--- config.mk ---
export PLATFORM = sky130hd
export DESIGN_NAME = output_port_arbiter
export DESIGN_NICKNAME = d
export VERILOG_FILES = /design/src/rtl/output_port_arbiter.sv
export SDC_FILE = /design/constraint.sdc
export NUM_CORES = 1
export LEC_CHECK = 0
export CAP_MARGIN = 25
export CORE_ASPECT_RATIO = 1.1
export CORE_UTILIZATION = 40
export CTS_CLUSTER_SIZE = 28
export DETAILED_ROUTE_END_ITERATION = 8
export GPL_TIMING_DRIVEN = 0
export PLACE_DENSITY = 0.91
export SYNTH_ARGS = -nofsm -noshare
export SYNTH_HDL_FRONTEND = slang
export SYNTH_SLANG_ARGS = --single-unit
--- constraint.sdc ---
create_clock -name clk -period 6.47 [get_ports clk]
set_input_delay 1.294 -clock clk [delete_from_list [all_inputs] [get_ports clk]]
set_output_delay 1.294 -clock clk [all_outputs]
set_load 0.05 [all_outputs]
--- src/rtl/output_port_arbiter.sv ---
// output_port_arbiter: round-robin wormhole arbiter that lets N_IN input
// buffers share one router output link. A HEAD flit wins the output and keeps
// it until the matching TAIL has been forwarded. Flits are forwarded as a
// registered stream (flit_o/valid_o) one cycle after the buffer is popped.
//
// Optional feature macro: OUT_ARB_PKT_CNT_EN
//   defined   -> pkt_cnt_o port and PKT_CNT_W-bit completed-packet counter exist
//   undefined -> no counter, no pkt_cnt_o port, otherwise identical behaviour
//
// The noc_pkg package carries the flit format shared with the input buffers.

package noc_pkg;

    // Flit type tag; INVALID is what an all-zero flit decodes to
    typedef enum logic [1:0] {
        INVALID = 2'b00,
        HEAD    = 2'b01,
        BODY    = 2'b10,
        TAIL    = 2'b11
    } flit_label_t;

    // Flit as stored in a circular_Buffer without virtual-channel fields
    typedef struct packed {
        flit_label_t flit_DataLabel;
        logic [31:0] data;
    } flit_Data_noVC;

endpackage

module output_port_arbiter
    import noc_pkg::*;
#(
    parameter int N_IN = 5
`ifdef OUT_ARB_PKT_CNT_EN
    ,
    parameter int PKT_CNT_W = 16
`endif
) (
    input  logic            clk,
    input  logic            rst_n,
    input  logic [N_IN-1:0] buf_empty_i,
    input  flit_Data_noVC   flit_i [N_IN],
    output logic [N_IN-1:0] read_o,
    input  logic            downstream_on_i,
    output flit_Data_noVC   flit_o,
    output logic            valid_o,
    output logic [N_IN-1:0] grant_o,
    output logic            locked_o
`ifdef OUT_ARB_PKT_CNT_EN
    ,
    output logic [PKT_CNT_W-1:0] pkt_cnt_o
`endif
);

    localparam int PTR_W = (N_IN > 1) ? $clog2(N_IN) : 1;

    typedef enum logic {
        IDLE   = 1'b0,
        LOCKED = 1'b1
    } state_t;

    state_t              r_state;
    logic [PTR_W-1:0]    r_rrPtr;
    logic [PTR_W-1:0]    r_grantIdx;
    logic [N_IN-1:0]     r_grant;
    flit_Data_noVC       r_flit;
    logic                r_valid;
`ifdef OUT_ARB_PKT_CNT_EN
    logic [PKT_CNT_W-1:0] r_pktCnt;
`endif

    logic [N_IN-1:0]     w_req;
    logic                w_found;
    logic [PTR_W-1:0]    w_winner;
    logic [PTR_W:0]      w_sum;
    logic [PTR_W-1:0]    w_selIdx;
    logic                w_fire;
    flit_Data_noVC       w_selFlit;
    logic                w_selTail;
    logic [PTR_W-1:0]    w_nextPtr;

    // Index to one-hot vector over the N_IN inputs
    function automatic logic [N_IN-1:0] toOneHot(input logic [PTR_W-1:0] idx);
        logic [N_IN-1:0] vec;
        vec = '0;
        vec[idx] = 1'b1;
        return vec;
    endfunction

    // An unlocked input only competes when its head-of-queue flit opens a packet
    always_comb begin
        w_req = '0;
        for (int i = 0; i < N_IN; i++) begin
            w_req[i] = !buf_empty_i[i] && (flit_i[i].flit_DataLabel == HEAD);
        end
    end

    // Round-robin search: start at r_rrPtr, ascend with wrap, first requester wins
    always_comb begin
        w_found  = 1'b0;
        w_winner = '0;
        w_sum    = '0;
        for (int k = 0; k < N_IN; k++) begin
            w_sum = {1'b0, r_rrPtr} + (PTR_W + 1)'(k);
            if (w_sum >= (PTR_W + 1)'(N_IN)) begin
                w_sum = w_sum - (PTR_W + 1)'(N_IN);
            end
            if (!w_found && w_req[w_sum[PTR_W-1:0]]) begin
                w_found  = 1'b1;
                w_winner = w_sum[PTR_W-1:0];
            end
        end
    end

    // Pick the input served this cycle: the owner when locked, else the winner;
    // a flit moves only when the downstream buffer can take it
    always_comb begin
        if (r_state == LOCKED) begin
            w_selIdx = r_grantIdx;
            w_fire   = !buf_empty_i[r_grantIdx] && downstream_on_i;
        end else begin
            w_selIdx = w_winner;
            w_fire   = w_found && downstream_on_i;
        end
        w_selFlit = flit_i[w_selIdx];
        w_selTail = (w_selFlit.flit_DataLabel == TAIL);
        w_nextPtr = (r_grantIdx == PTR_W'(N_IN - 1)) ? '0 : r_grantIdx + 1'b1;
    end

    // Pop strobe to the served buffer; forced low while reset is asserted
    always_comb begin
        read_o = '0;
        if (w_fire && rst_n) begin
            read_o = toOneHot(w_selIdx);
        end
    end

    // Wormhole FSM with registered flit stream, grant, round-robin pointer
    always_ff @(posedge clk or negedge rst_n) begin
        if (!rst_n) begin
            r_state    <= IDLE;
            r_rrPtr    <= '0;
            r_grantIdx <= '0;
            r_grant    <= '0;
            r_flit     <= '0;
            r_valid    <= 1'b0;
`ifdef OUT_ARB_PKT_CNT_EN
            r_pktCnt   <= '0;
`endif
        end else begin
            r_valid <= w_fire;
            if (w_fire) begin
                r_flit <= w_selFlit;
            end
            case (r_state)
                IDLE: begin
                    if (w_fire) begin
                        r_state    <= LOCKED;
                        r_grantIdx <= w_winner;
                        r_grant    <= toOneHot(w_winner);
                    end
                end
                LOCKED: begin
                    if (w_fire && w_selTail) begin
                        r_state <= IDLE;
                        r_grant <= '0;
                        r_rrPtr <= w_nextPtr;
`ifdef OUT_ARB_PKT_CNT_EN
                        r_pktCnt <= r_pktCnt + 1'b1;
`endif
                    end
                end
                default: begin
                    r_state <= IDLE;
                    r_grant <= '0;
                end
            endcase
        end
    end

    assign flit_o   = r_flit;
    assign valid_o  = r_valid;
    assign grant_o  = r_grant;
    assign locked_o = (r_state == LOCKED);
`ifdef OUT_ARB_PKT_CNT_EN
    assign pkt_cnt_o = r_pktCnt;
`endif

endmodule

## Word-level counts from Yosys, hierarchy flattened

Index checks and enable logic that the tools add are counted.

- $add $sub $neg: 10
- $lt $le $gt $ge: 16
- Equal/unequal tests: 9
- Mux-type cells: 44
- Bitwise gates (word level): 2
- Reduce and logical (&&, ||, !) cells: 28

Operator list:

| kind | count |
|---|---|
| 34-bit binary-select mux with 3-bit select | 1 |
| 34-bit 2-to-1 mux | 2 |
| 3-bit 2-to-1 mux | 12 |
| 3-bit by 4-bit < comparator with 1-bit output (second input constant) | 8 |
| 1-bit binary-select mux with 3-bit select | 6 |
| 4-bit by 3-bit greater-or-equal comparator with 1-bit output (second input constant) | 4 |
| 1-bit 2-to-1 mux | 16 |
| 1-bit logical AND | 15 |
| 5-bit 2-to-1 mux | 3 |
| 3-bit subtractor (second input constant) | 5 |
| 2-bit by 1-bit == test with 1-bit output (second input constant) | 5 |
| 1-bit logical NOT | 10 |
| 5-bit case mux with 2 select lines | 1 |
| 3-bit by 2-bit adder with 4-bit output (second input constant) | 2 |
| 1-bit demux with 3-bit select | 2 |
| 3-bit by 1-bit greater-or-equal comparator with 1-bit output (second input constant) | 2 |
| 2-bit AND reduction | 3 |
| 3-bit by 1-bit adder with 4-bit output (second input constant) | 1 |
| 3-bit by 3-bit adder with 4-bit output (second input constant) | 1 |
| 4-bit greater-or-equal comparator (second input constant) | 1 |
| 3-bit inverter with 4-bit output | 1 |
| 3-bit by 1-bit adder with 3-bit output (second input constant) | 1 |
| 3-bit == test (second input constant) | 1 |
| 3-bit greater-or-equal comparator (second input constant) | 1 |
| other kinds (5) | 5 |

- Register bits after elaboration: 47
- Input port bits: 178
- Logic and storage cells: 116

## Logic depth before layout (Yosys ltp)

Gate-level depths: netlist of run 1.

- Depth after elaboration: 26
- Mapped depth: 21
- Mapped depth without buffers: 17

## Worst setup path before layout of run 1

No wires, ideal clock.

- Kind: input to output
- Start: in flit_i[33] in the netlist's numbering
- End: out read_o[1]
- Arrival: 5.104 ns
- Data required time: 5.176 ns
- Setup slack: 0.072 ns
- Stages on the path: 11
- Buffers on the path: 3
- Path through: or3b_1 or3_1 a21boi_2 nor3b_2 and4b_1 buf_4 a221oi_2 nor2_2 buf_4 buf_2 nor4_1

- Cells in the longest elaborated chain, start to end: 23

Ends and longest elaborated chain:

| what | line | RTL |
|---|---|---|
| start, declared | 42 | `input flit_Data_noVC flit_i [N_IN],` |
| 2-bit by 1-bit == test with 1-bit output * | 94 | `w_req[i] = !buf_empty_i[i] && (flit_i[i].flit_DataLabel == HEAD);` |
| 1-bit logical AND * | 94 |  |
| 1-bit binary-select mux with 3-bit select | 108 | `if (!w_found && w_req[w_sum[PTR_W-1:0]]) begin` |
| 1-bit 2-to-1 mux (not written as such) | 108 |  |
| 1-bit 2-to-1 mux | 108 |  |
| 1-bit logical NOT | 108 |  |
| 1-bit logical AND | 108 |  |
| 1-bit 2-to-1 mux | 108 |  |
| [... 7 more ...] | -- |  |
| 1-bit logical AND | 108 |  |
| 3-bit 2-to-1 mux | 108 |  |
| 3-bit 2-to-1 mux | 118 | `if (r_state == LOCKED) begin` |
| 3-bit by 4-bit < comparator with 1-bit output (not written as such) or 3-bit by 1-bit greater-or-equal comparator with 1-bit output (tied branches) | 86 | `vec[idx] = 1'b1;` |
| 1-bit logical AND (not written as such) | 86 |  |
| 1-bit 2-to-1 mux (not written as such) | 86 |  |
| 1-bit demux with 3-bit select | 86 |  |
| 5-bit 2-to-1 mux * | 133 | `if (w_fire && rst_n) begin` |
| end, declared | 43 | `output logic [N_IN-1:0] read_o,` |

Every way passes the cells marked *; elsewhere a longest branch is shown, timed or not. The select of a mux whose other input is x is not followed.

## Worst setup path after layout of run 1

- Start: in flit_i[134] in the netlist's numbering
- End: out read_o[2]

The elaborated chain is that of the path after synthesis.

==> results.sh, run 1 <==
export IMPL_crit_path_start_kind="input pin"
export IMPL_setup_worst_path_end_class="output port"
export IMPL_syn_nets=802
export IMPL_fmax_mhz=159
export IMPL_finalHoldViolCount=0
export IMPL_p_leak_nw=2.94
export IMPL_drt_wl_total_um=18200
export IMPL_synth_seq_cells=47
export IMPL_crit_path_top_delay_cell="mux4_2"
export IMPL_syn_inst=613
export IMPL_antenna_found_initial=0
export IMPL_wl_per_cell_um=18.2
export IMPL_hpwl_um=14700
export IMPL_grt_max_degree=42
export IMPL_grt_usage_pct=29.7
export IMPL_synth_edf_count=0
export IMPL_syn_area_um2=4530
export IMPL_async_flop_share_pct=100
export IMPL_worstPathCellList="clkdlybuf4s50_1, nor3b_2, mux4_2, mux2_2, a21boi_2, nor3b_2, and4b_1, buf_4, a31o_1, a21o_1, buf_2, nor3_1, clkdlybuf4s15_2"
export IMPL_path_clk_slew_ns=0.07
export IMPL_cpPeakStageDelay_ns=0.50
export IMPL_setup_viol=0
export IMPL_status="finished, final reports clean"
export IMPL_final_min_clock_period_ns=6.30
export IMPL_first_global_vias=5248
export IMPL_finalCritPeriodShare_pct=97.3
export IMPL_drive_above_1_share_pct=9.86
export IMPL_skew_ns=0.00904
export IMPL_seq_area_frac_synth_pct=26.0
export IMPL_dr_total_vias=5600
export IMPL_finalPower_mw=4.00
export IMPL_gp_congestion=0.990
export IMPL_synth_area_per_cell_um2=7.39
export IMPL_dr_pass1_iters=5
export IMPL_vdd_drop_max_mv=0.371
export IMPL_io_pins=224
export IMPL_grt_pass1_wl_um=26700
export IMPL_cts_root_buf="clkbuf_16"
export IMPL_yosys_warnings=0
export IMPL_synthToLayoutAreaGrowth_pct=59.4
export IMPL_slew_headroom_pct=59.0
export IMPL_post_drt_via_cell_ratio=5.61
export IMPL_crit_path_end="read_o[2]"
export IMPL_overflow=0
export IMPL_crit_path_start="flit_i[134]"
export IMPL_clk_path_buf_depth=2
export IMPL_worst_pin_slew_ns=0.613
export IMPL_die_area_um2=11800
export IMPL_synth_main_ff_cell="dfrtp_1"
export IMPL_drt_iter0_markers=388
export IMPL_num_antenna_cells=0
export IMPL_path_class="in -> out"
export IMPL_ant_nets=0
export IMPL_die_y_um=114
export IMPL_reg2reg_slack_ns=1.42
export IMPL_drv_slew=0
export IMPL_die_width_um=103
export IMPL_final_util_pct=65.9
export IMPL_r2r_end="flit_o[0]$_DFFE_PN0P_"
export IMPL_numCtsBuffers=5
export IMPL_clk_insertion_delay_late_ns=0.29
export IMPL_drcViolationCount=0
export IMPL_crit_top_cell="nor3b_2"
export IMPL_drv_cap=0
export IMPL_timing_rr_start="r_rrPtr[1]$_DFFE_PN0P_"
export IMPL_cts_tree="built"
export IMPL_coreArea_um2=11000
export IMPL_required_ns=5.18
export IMPL_clkSinkCount=47
export IMPL_critPathArrivalTime_ns=5.00
export IMPL_path_delay_family="buffers and inverters"
export IMPL_crit_fanout=19
export IMPL_min_path_type="reg -> reg"
export IMPL_ff_latch_area_um2=1180
export IMPL_port_buffers=223
export IMPL_yosys_cell_types_count=80
export IMPL_fillers=911
export IMPL_path_buf_inv=4
export IMPL_rows=40
export IMPL_multi_input_area_um2=3140
export IMPL_reg2regPathDepth=17
export IMPL_htreeDepth=2
export IMPL_final_nets=1040
export IMPL_powerDensity_nw_per_um2=554
export IMPL_start_util_pct=41.3
export IMPL_cp_depth=13
## flip-flops by register name (all words and copies together) (netlist names)
register / flops
grant_o: 5
flit_o: 34
r_grantIdx: 3
valid_o: 1
locked_o: 1
r_rrPtr: 3
## worst min-delay path, stage by stage (launching register included)
cell	delay, ns
dfrtp_1	0.34
nand2_1	0.04
o21ai_0	0.06
## metal layers
layer  wire length, um  track usage [%]  vias up
met1              7230             37.7     2602
li1                  -                -     2662
met3              1800             6.62       47
met5                 0                0        -
met4               610             11.6        0
met2              8550             48.6      289
## layout by cell type, fill, tap and decap left out, types with 3 or more instances in the layout
master	n
clkdlybuf4s50_1	217
o21ai_1	10
nor2_1	17
or2_2	4
mux2i_1	39
buf_4	16
nor2b_1	4
clkbuf_1	18
o211ai_1	3
inv_1	12
xnor2_1	3
dfrtp_1	47
and3_1	3
nor4_1	5
nand3b_1	3
ha_1	10
a32oi_1	3
nor3_1	12
or3_1	3
nand2_1	148
mux4_2	3
buf_2	11
a21oi_1	79
a21o_1	5
nand3_1	4
or3b_2	4
a22oi_1	7
o21ai_0	73
nand2b_1	6
clkbuf_2	4
nor3b_2	4
clkbuf_16	5
and2_1	3
## power breakdown
| group | switching, mW | leakage, nW | internal (mW) |
|---|---|---|---|
| Combinational | 2.00 | 2.28 | 1.19 |
| Sequential | 0.0988 | 0.581 | 0.422 |
| Clock | 0.109 | 0.0838 | 0.182 |
## area by class of cell
| type | instances | area share (%) |
|---|---|---|
| Buffer | 36 | 2.48 |
| Tap cell | 147 | 2.55 |
| Inverter | 15 | 0.815 |
| Clock buffer | 5 | 1.73 |
| Sequential cell | 47 | 16.3 |
| Multi-Input combinational cell | 512 | 43.5 |
| Timing Repair Buffer | 234 | 32.0 |
| Clock inverter | 3 | 0.607 |
## cell usage after synthesis (2+ instances only)
library cell,count,area [um2]
a211o_1,2,17.5
a21o_1,5,37.5
a21oi_1,79,395
a221oi_2,2,30.0
a22oi_1,7,52.6
a31o_1,2,17.5
a31oi_1,2,12.5
a32oi_1,3,26.3
and2_1,3,18.8
and3_1,3,18.8
buf_2,9,45.0
buf_4,6,45.0
clkbuf_1,23,86.3
dfrtp_1,47,1180
ha_1,10,125
inv_1,12,45.0
mux2_1,2,22.5
mux2i_1,39,390
mux4_2,3,67.6
nand2_1,149,559
nand2b_1,6,37.5
nand3_1,4,20.0
nand3b_1,3,22.5
nand4_1,2,12.5
nand4b_1,2,17.5
nor2_1,17,63.8
nor2b_1,4,25.0
nor3_1,12,60.1
nor3b_1,4,30.0
nor4_1,5,31.3
o211ai_1,3,22.5
o21ai_0,73,365
o21ai_1,10,50.1
o21bai_1,2,15.0
o22ai_1,2,12.5
o31ai_1,2,15.0
or2_2,4,25.0
or3_1,3,18.8
or3b_2,4,35.0
xnor2_1,3,26.3
## how the worst min path moves through the flow
stage / start / to / slack, ns / depth (start not counted)
6_report: flit_o[20]$_DFFE_PN0P_ / flit_o[20]$_DFFE_PN0P_ / 0.49 / 2
5_1_grt: flit_o[20]$_DFFE_PN0P_ / flit_o[20]$_DFFE_PN0P_ / 0.51 / 2
4_1_cts: flit_o[20]$_DFFE_PN0P_ / flit_o[20]$_DFFE_PN0P_ / 0.49 / 2
3_5_place_dp: flit_o[16]$_DFFE_PN0P_ / flit_o[16]$_DFFE_PN0P_ / 0.47 / 2
3_3_place_gp: flit_o[12]$_DFFE_PN0P_ / flit_o[12]$_DFFE_PN0P_ / 0.46 / 2
2_1_floorplan: r_grantIdx[2]$_DFFE_PN0P_ / r_grantIdx[2]$_DFFE_PN0P_ / 0.54 / 2
## stage by stage
stage          hold slack, ns  TNS [ns]  area [um2]  setup WS [ns]  instances
2_1_floorplan           0.539         0        4530         0.0723        613
3_3_place_gp            0.461     -3.71        6950         -0.998        983
3_5_place_dp            0.470     -3.53        6960         -0.913        984
4_1_cts                 0.487         0        7160        0.00544        991
5_1_grt                 0.514   -0.0172        7220        -0.0172        999
6_report                0.485         0        7220          0.172        999
## cells by family (layout without fill, tap and decap cells)
kind of cell / after synthesis / after routing / synth area share [%]
AOI/OAI and AO/OA: 213 / 213 / 28.3
xor gates and xnor gates: 3 / 3 / 0.580
adders and majority gates: 11 / 11 / 3.20
buffers and inverters: 54 / 293 / 5.44
DFF: 47 / 47 / 26.0
muxes: 46 / 46 / 11.2
and+or+nand+nor: 239 / 239 / 25.3
## timing repair
| item | 4_1_cts | 5_1_grt |
|---|---|---|
| resized for setup | 23 | 8 |
| setup buffers | 1 | 9 |
| hold buffers | 0 | 0 |
| setup endpoints to repair | 5 | 5 |
| pin swaps | 1 | 3 |
No activity file was read; power rests on OpenSTA's default activity.
==> run 2, diff against run 1 <==
- CORE_UTILIZATION: 40 -> 42
- PLACE_DENSITY: 0.91 -> 0.94
==> run 2 against run 1 <==
Utilization rose by 3.1 points. Highest routed layer unchanged. Sequential cell count stayed put. Clock power barely moved. Register-to-register slack lost 0.09 ns. Die area shrank 4.7%. Sequential power barely moved.
==> results.sh, run 2 (synthesis results as in run 1) <==
export IMPL_status="finished, final reports clean"
export IMPL_layout_common_cells="clkdlybuf4s50_1 (217), nand2_1 (148), a21oi_1 (79)"
export IMPL_clk_path_buf_depth=2
export IMPL_crit_fanout=10
export IMPL_grt_pass1_wl_um=27700
export IMPL_slew_headroom_pct=54.2
export IMPL_clkSinkCount=47
export IMPL_io_pins=224
export IMPL_dr_pass1_iters=6
export IMPL_finalCritPeriodShare_pct=96.9
export IMPL_wl_met3_um=1800
export IMPL_r2r_end="flit_o[10]$_DFFE_PN0P_"
export IMPL_hpwl_um=14600
export IMPL_drv_cap=0
export IMPL_cpPeakStageDelay_ns=0.50
export IMPL_fmax_mhz=159
export IMPL_postPlaceCellArea_um2=6960
export IMPL_timing_hold_ws_ns=0.480
export IMPL_p_leak_nw=2.93
export IMPL_min_path_type="reg -> reg"
export IMPL_fin_area_um2=7200
export IMPL_path_buf_inv=4
export IMPL_drive_above_1_share_pct=9.78
export IMPL_rsz0062_at_grt="no"
export IMPL_drt_wl_total_um=17900
export IMPL_final_nets=1037
export IMPL_ant_nets=0
export IMPL_die_y_um=111
export IMPL_wl_per_cell_um=18.1
export IMPL_gp_congestion=0.945
export IMPL_path_clk_slew_ns=0.06
export IMPL_powerDensity_nw_per_um2=555
export IMPL_worstPathCellList="clkdlybuf4s50_1, or3b_1, or3_1, a21boi_2, nor3b_2, and4b_1, buf_4, a31o_1, a21oi_4, buf_2, nand4_1, nor2_1, clkdlybuf4s15_2"
export IMPL_final_util_pct=69.0
export IMPL_coreArea_um2=10400
export IMPL_port_buffers=223
export IMPL_final_min_clock_period_ns=6.27
export IMPL_cts_root_buf="clkbuf_16"
export IMPL_vdd_drop_max_mv=0.436
export IMPL_top_layer_used="met4"
export IMPL_grt_max_degree=43
export IMPL_drt_iter0_markers=518
export IMPL_overflow=0
export IMPL_clk_insertion_delay_late_ns=0.28
export IMPL_worst_pin_slew_ns=0.682
export IMPL_largest_reg_flops=34
export IMPL_path_delay_family="simple AND/OR/NAND/NOR gates"
export IMPL_num_antenna_cells=0
export IMPL_final_common_cell="clkdlybuf4s50_1"
export IMPL_path_class="in -> out"
export IMPL_crit_path_start="flit_i[33]"
export IMPL_reg2regPathDepth=19
export IMPL_first_global_vias=5385
export IMPL_setup_worst_path_end_class="output port"
export IMPL_grt_usage_pct=31.7
export IMPL_crit_path_start_kind="input pin"
export IMPL_die_width_um=101
export IMPL_synthToLayoutAreaGrowth_pct=59.0
export IMPL_start_util_pct=43.4
export IMPL_finalHoldViolCount=0
export IMPL_drv_slew=0
export IMPL_antenna_found_initial=0
export IMPL_die_area_um2=11200
export IMPL_drcViolationCount=0
export IMPL_crit_path_end="read_o[0]"
export IMPL_htreeDepth=2
export IMPL_skew_ns=0.00511
export IMPL_cp_depth=13
export IMPL_rows=39
export IMPL_critPathArrivalTime_ns=4.98
export IMPL_required_ns=5.18
export IMPL_crit_path_top_delay_cell="or3b_1"
export IMPL_setup_viol=0
export IMPL_wl_met1_um=7060
export IMPL_dr_total_vias=5612
export IMPL_cts_hold_buf=0
export IMPL_timing_rr_start="r_rrPtr[1]$_DFFE_PN0P_"
export IMPL_post_drt_via_cell_ratio=5.66
export IMPL_cts_tree="built"
export IMPL_finalPower_mw=4.00
export IMPL_reg2reg_slack_ns=1.33
export IMPL_wl_met2_um=8510
export IMPL_numCtsBuffers=5
[run 2: cell types whose count changed in the layout (fill, tap and decap cells not counted)]
| cell | change |
|---|---|
| buf_4 | -4 |
| buf_2 | +3 |
| nor4_1 | -3 |
| nor4_2 | +3 |
| clkbuf_2 | -2 |
| clkdlybuf4s15_2 | +1 |
| clkdlybuf4s18_2 | -1 |
| nor3b_1 | +1 |
| nor3b_2 | -1 |
[run 2: tightest hold or removal path: cells and delay by family (launching register included)]
| family | cells | cell delay (ns) |
|---|---|---|
| AOI/OAI and AO/OA | 1 | 0.06 |
| DFF | 1 | 0.34 |
| and+or+nand+nor | 1 | 0.04 |
[run 2: stage by stage]
step	setup TNS, ns	cells	worst slack [ns]
after global routing	0	992	0.00585
final	0	992	0.199
after global placement	-3.35	979	-0.866
after CTS	0	987	0.00877
after floorplan	0	613	0.0723
after detailed placement	-2.88	980	-0.739
[run 2: report_power, final]
group          internal [mW]  total (mW)  switching, mW
clock                  0.182       0.288          0.106
combinational           1.17        3.19           2.02
sequential             0.422       0.521         0.0991
[run 2: how the worst min path moves through the flow]
| stage | to | from | slack [ns] | cells after the start |
|---|---|---|---|---|
| final | flit_o[12]$_DFFE_PN0P_ | flit_o[12]$_DFFE_PN0P_ | 0.48 | 2 |
| after global routing | flit_o[17]$_DFFE_PN0P_ | flit_o[17]$_DFFE_PN0P_ | 0.51 | 2 |
| after CTS | flit_o[19]$_DFFE_PN0P_ | flit_o[19]$_DFFE_PN0P_ | 0.48 | 2 |
| after detailed placement | flit_o[19]$_DFFE_PN0P_ | flit_o[19]$_DFFE_PN0P_ | 0.47 | 2 |
| after global placement | flit_o[2]$_DFFE_PN0P_ | flit_o[2]$_DFFE_PN0P_ | 0.46 | 2 |
| after floorplan | r_grantIdx[2]$_DFFE_PN0P_ | r_grantIdx[2]$_DFFE_PN0P_ | 0.54 | 2 |
[run 2: what timing repair did]
item | 4_1_cts | 5_1_grt
resized for setup | 25 | 12
endpoints found under the setup margin | 5 | 5
pin swaps | 0 | 3
buffers inserted | 1 | 5
[run 2: area by class of cell]
type | count | area [um2]
fillers | 846 | 3240
multi-input cells | 512 | 3160
repair buffers | 230 | 2280
flip-flops and latches | 47 | 1180
plain buffers | 37 | 184
well taps | 143 | 179
clock buffers | 5 | 125
inverters | 15 | 58.8
clock inverters | 3 | 43.8
[run 2: per-layer routing]
layer	global-route usage, %	vias up
met2	53.6	310
li1	-	2652
met1	40.5	2600
met5	0	-
met4	10.6	0
met3	5.80	50
